## src/rtl/leitura_pkg.sv

```systemverilog
// Shared state encoding, glyph table and defaults for leitura_segmentos.
// Hex glyphs A..F are decoded only when LEITURA_HEX_EN is defined.
package leitura_pkg;

  typedef enum logic [1:0] {
    IDLE  = 2'd0,
    COUNT = 2'd1,
    OFFER = 2'd2,
    LOCK  = 2'd3
  } state_e;

  localparam int unsigned STABLE_CYCLES_DEF = 4;

  // Segment words are ordered abcdefg, a in the MSB.
  localparam logic [6:0] GLYPH_0 = 7'b1111110;
  localparam logic [6:0] GLYPH_1 = 7'b0110000;
  localparam logic [6:0] GLYPH_2 = 7'b1101101;
  localparam logic [6:0] GLYPH_3 = 7'b1111001;
  localparam logic [6:0] GLYPH_4 = 7'b0110011;
  localparam logic [6:0] GLYPH_5 = 7'b1011011;
  localparam logic [6:0] GLYPH_6 = 7'b1011111;
  localparam logic [6:0] GLYPH_7 = 7'b1110000;
  localparam logic [6:0] GLYPH_8 = 7'b1111111;
  localparam logic [6:0] GLYPH_9 = 7'b1111011;
  localparam logic [6:0] GLYPH_A = 7'b1110111;
  localparam logic [6:0] GLYPH_B = 7'b0011111;
  localparam logic [6:0] GLYPH_C = 7'b1001110;
  localparam logic [6:0] GLYPH_D = 7'b0111101;
  localparam logic [6:0] GLYPH_E = 7'b1001111;
  localparam logic [6:0] GLYPH_F = 7'b1000111;

endpackage

```

## src/rtl/seg_para_codigo.sv

```systemverilog
// Combinational seven-segment to 4-bit code lookup.
// Letters A..F are legal only when LEITURA_HEX_EN is defined.
module seg_para_codigo
  import leitura_pkg::*;
(
  input  logic [6:0] iSeg,
  output logic [3:0] oCode,
  output logic       oErr
);

  always_comb begin
    oCode = 4'h0;
    oErr  = 1'b0;
    case (iSeg)
      GLYPH_0: oCode = 4'h0;
      GLYPH_1: oCode = 4'h1;
      GLYPH_2: oCode = 4'h2;
      GLYPH_3: oCode = 4'h3;
      GLYPH_4: oCode = 4'h4;
      GLYPH_5: oCode = 4'h5;
      GLYPH_6: oCode = 4'h6;
      GLYPH_7: oCode = 4'h7;
      GLYPH_8: oCode = 4'h8;
      GLYPH_9: oCode = 4'h9;
`ifdef LEITURA_HEX_EN
      GLYPH_A: oCode = 4'hA;
      GLYPH_B: oCode = 4'hB;
      GLYPH_C: oCode = 4'hC;
      GLYPH_D: oCode = 4'hD;
      GLYPH_E: oCode = 4'hE;
      GLYPH_F: oCode = 4'hF;
`endif
      default: oErr = 1'b1;
    endcase
  end

endmodule

```

## src/rtl/leitura_segmentos.sv

```systemverilog
// Debounced seven-segment reader offering one code per stable glyph.
// Define LEITURA_HEX_EN to also accept the letters A..F.
module leitura_segmentos
  import leitura_pkg::*;
#(
  parameter int unsigned STABLE_CYCLES = STABLE_CYCLES_DEF
) (
  input  logic iClk,
  input  logic iRstN,
  input  logic iA,
  input  logic iB,
  input  logic iC,
  input  logic iD,
  input  logic iE,
  input  logic iF,
  input  logic iG,
  input  logic iReady,
  output logic oW,
  output logic oX,
  output logic oY,
  output logic oZ,
  output logic oValid,
  output logic oErr
);

  localparam logic [7:0] LIMIT = 8'(STABLE_CYCLES);

  logic [6:0] seg;
  assign seg = {iA, iB, iC, iD, iE, iF, iG};

  state_e     state_q, state_d;
  logic [6:0] sample_q, sample_d;
  logic [7:0] count_q, count_d;
  logic [3:0] code_q, code_d;
  logic       err_q, err_d;
  logic       cap;

  logic [3:0] dec_code;
  logic       dec_err;

  seg_para_codigo u_dec (
    .iSeg  (seg),
    .oCode (dec_code),
    .oErr  (dec_err)
  );

  always_comb begin
    state_d  = state_q;
    sample_d = sample_q;
    count_d  = count_q;
    code_d   = code_q;
    err_d    = err_q;
    cap      = 1'b0;
    unique case (state_q)
      IDLE: begin
        if (seg != 7'd0) cap = 1'b1;
      end
      COUNT: begin
        if (seg == sample_q) begin
          count_d = count_q + 8'd1;
          if (count_d == LIMIT) begin
            state_d = OFFER;
            code_d  = dec_code;
            err_d   = dec_err;
          end
        end else if (seg == 7'd0) begin
          state_d = IDLE;
          count_d = 8'd0;
        end else begin
          cap = 1'b1;
        end
      end
      OFFER: begin
        if (iReady) state_d = LOCK;
      end
      LOCK: begin
        if (seg == 7'd0) begin
          state_d = IDLE;
          count_d = 8'd0;
        end else if (seg != sample_q) begin
          cap = 1'b1;
        end
      end
      default: state_d = IDLE;
    endcase
    // A fresh word is its own first stable sample.
    if (cap) begin
      sample_d = seg;
      count_d  = 8'd1;
      if (LIMIT == 8'd1) begin
        state_d = OFFER;
        code_d  = dec_code;
        err_d   = dec_err;
      end else begin
        state_d = COUNT;
      end
    end
  end

  always_ff @(posedge iClk) begin
    if (!iRstN) begin
      state_q  <= IDLE;
      sample_q <= 7'd0;
      count_q  <= 8'd0;
      code_q   <= 4'd0;
      err_q    <= 1'b0;
    end else begin
      state_q  <= state_d;
      sample_q <= sample_d;
      count_q  <= count_d;
      code_q   <= code_d;
      err_q    <= err_d;
    end
  end

  assign {oW, oX, oY, oZ} = code_q;
  assign oValid = (state_q == OFFER);
  assign oErr   = err_q;

endmodule

```

## config.mk

```make
export PLATFORM = sky130hd
export DESIGN_NAME = leitura_segmentos
export DESIGN_NICKNAME = d
export VERILOG_FILES = /design/src/rtl/leitura_pkg.sv /design/src/rtl/seg_para_codigo.sv /design/src/rtl/leitura_segmentos.sv
export SDC_FILE = /design/constraint.sdc
export NUM_CORES = 1
export LEC_CHECK = 0
export CAP_MARGIN = 20
export CORE_UTILIZATION = 31
export DETAILED_ROUTE_END_ITERATION = 16
export GPL_TIMING_DRIVEN = 0
export RECOVER_POWER = 25
export SYNTH_ARGS = -nofsm -noshare
export SYNTH_HDL_FRONTEND = slang
export SYNTH_SLANG_ARGS = --single-unit
```

## constraint.sdc

```tcl
create_clock -name iClk -period 1.65 [get_ports iClk]
set_input_delay 0.165 -clock iClk [delete_from_list [all_inputs] [get_ports iClk]]
set_output_delay 0.165 -clock iClk [all_outputs]
set_load 0.1 [all_outputs]
```

==> run summary <==
Reg clk slew, reported paths: 0.09 ns
Clk Tree Root Cell: clkbuf_8
Critical path class: register to register
Via count: 1,311
RSZ-0062 raised after global routing: true
DR vias/cell: 5.58
FF+latch count, synth: 22
DP Area: 1680 um^2
Clock skew: 0.00652 ns
Max_cap viols: 0
Layout cell share with drive strength beyond 1: 30.1%
Post-Syn Nets: 178
Initial Util: 33.4%
Fmax achieved: 608 MHz
P&R area growth vs syn: 24.3%
Primary FF master, synth: dfxtp_1
1st-pass router iterations: 4
Static leakage: 0.684 nW
Hold buffers post-CTS: 0
ANT cells: 0
Reg-to-reg slack, setup: 0.005 ns
CTS Buf Count: 3
Row Count: 24
Hold Crit Class: input pin to register
Antenna-violating nets left: 0
Port bufs: 10
Initial antenna violation count: 0
Critical path required time: 1.87 ns
Final Hold Viols: 0
Die height: 71.6 um
Die area: 5130 um^2
# setup viols final: 0
Clock sinks: 22
Max_slew headroom: 37.0%
Worst skew pair latency: 0.27 ns
Synth Warn #: 0
Asr flop ratio synth: 0%
Final wirelength: 3530 um
Drt wl/cell: 15.0 um
CP max FO: 4
Post-synthesis sequential area ratio: 29.3%
Avg Cell Area, Syn: 9.05 um^2
CP arrival: 1.87 ns
VDD IR max: 321 uV
Initial DRC Count: 55
Yosys cell types: 52
Post-synth design cell area: 1500 um^2
CTS tree: done
Setup TNS: 0 ns
Period utilisation layout: 99.7%
Vias in the first global route: 1,197
Most frequent cells in the layout: dfxtp_1, nand2_1, o21ai_0, nand3_1, a21oi_1
Critical Path Source Type: register
Global route total overflow: 0
Die W: 71.6 um
GPL Wtd Cong: 0.753
CTS Buffer Depth: 2
Status: finished, final reports clean
Worst-margin pin slew: 0.949 ns
CORE AREA: 4500 um^2
# DRC: 0
GRT Overall Usage: 15.0%
Largest net degree at the start of global routing: 14
Fin area: 1870 um^2
Nets: 196
I/O pin count: 16
Tmin final: 1.65 ns
Global-route wire length before repair: 6020 um
Min Hold Slack: 0.167 ns
Pwr dens: 665 nW/um^2
H-tree levels: 1
Leading cell type in the layout, fill and taps excluded: dfxtp_1
Worst Setup End Kind: register
HPWL Detailed: 2370 um
Cells after Synth: 166
Number of synthesized flops with an enable pin: 0
Max-slew violations: 0
[worst max-delay path: stages (launching register included)]
cell and delay (ns):
dfxtp_4 0.39, ha_4 0.12, or4b_4 0.46, nor3_4 0.24, and2_4 0.23, o211a_1 0.16
[layer usage]
| layer | vias up | part of all wire, % | global-route usage [%] |
|---|---|---|---|
| met2 | 31 | 43 | 21.2 |
| met4 | 0 | 2.0 | 7.19 |
| met5 | - | 0 | 0 |
| met1 | 613 | 51 | 22.6 |
| met3 | 5 | 3.9 | 1.41 |
| li1 | 662 | - | - |
[per-stage QoR]
stage / worst slack, ns / std cells / utilization (%) / total power, mW
final: 0.00462 / 235 / 41.5 / 1.24
after global routing: -0.0508 / 235 / 41.5 / 1.30
after CTS: -0.0551 / 235 / 40.9 / 1.25
after detailed placement: -0.570 / 228 / 37.2 / 0.710
after global placement: -0.564 / 228 / 37.2 / 0.709
after floorplan: 0.00458 / 166 / - / 0.672
[state kept, by name, indices dropped and copies added, names as in the netlist]
signal,count
code_q,4
count_q,8
oErr,1
sample_q,7
state_q,2
[logic make-up (layout without fill, tap and decap cells)]
| logic type | after synthesis | in the layout | synth area share, % |
|---|---|---|---|
| adder cells (fa/ha/maj) | 2 | 2 | 1.67 |
| AND/OR/NAND/NOR | 68 | 68 | 28.6 |
| flip-flops | 22 | 22 | 29.3 |
| AO/OA/AOI/OAI | 47 | 47 | 22.2 |
| buffers and inverters | 11 | 28 | 7.16 |
| XOR/XNOR | 10 | 10 | 6.83 |
| multiplexers | 6 | 6 | 4.16 |
[area by class of cell]
class | count | area (um^2)
inverter | 2 | 7.51
clock buffer | 3 | 41.3
sequential | 22 | 450
tap | 52 | 65.1
multi-input combinational | 133 | 1060
buffer | 8 | 88.8
timing repair buffer | 14 | 121
fill | 465 | 2640
clock inverter | 1 | 30.0
[power by group]
group          switching [mW]  total (mW)  leakage (nW)  internal [mW]
Clock                   0.195       0.520        0.0357          0.325
Sequential             0.0149       0.556         0.182          0.541
Combinational          0.0893       0.166         0.467         0.0765
[Yosys cell counts (2+ instances only)]
cell      count  area (um^2)
a211oi_1      5         37.5
a21oi_1      10         50.1
a22o_1        3         26.3
a31oi_1       3         18.8
a41oi_1       2         17.5
and2_1        3         18.8
buf_6         6         67.6
clkbuf_8      2         27.5
dfxtp_1      22          440
ha_1          2         25.0
mux2_2        2         22.5
mux2i_1       4         40.0
nand2_1      14         52.6
nand3_1      12         60.1
nand4_1       3         18.8
nor2_1        8         30.0
nor2b_1       3         18.8
nor3_1        4         20.0
o21ai_0      13         65.1
or2b_2        2         17.5
or3_1         4         25.0
xnor2_1       8         70.1
xnor2_2       2         32.5
[path summary, 6_finish.rpt]
check	to	from	cells past startpoint
hold reg to reg	code_q[1]$_SDFFE_PN0P_	code_q[1]$_SDFFE_PN0P_	2
setup / recovery	state_q[1]$_SDFFE_PP0P_	count_q[0]$_SDFFE_PN0P_	5
setup reg to reg	state_q[1]$_SDFFE_PP0P_	count_q[0]$_SDFFE_PN0P_	5
hold / removal	sample_q[5]$_SDFFE_PN0P_	iB	3
[repair_timing]
action / in CTS / in global routing
buffers inserted: 4 / 0
pin swaps: 5 / 3
setup endpoints to repair: 28 / 17
resized for setup: 30 / 14
No activity file was read; power rests on OpenSTA's default activity.
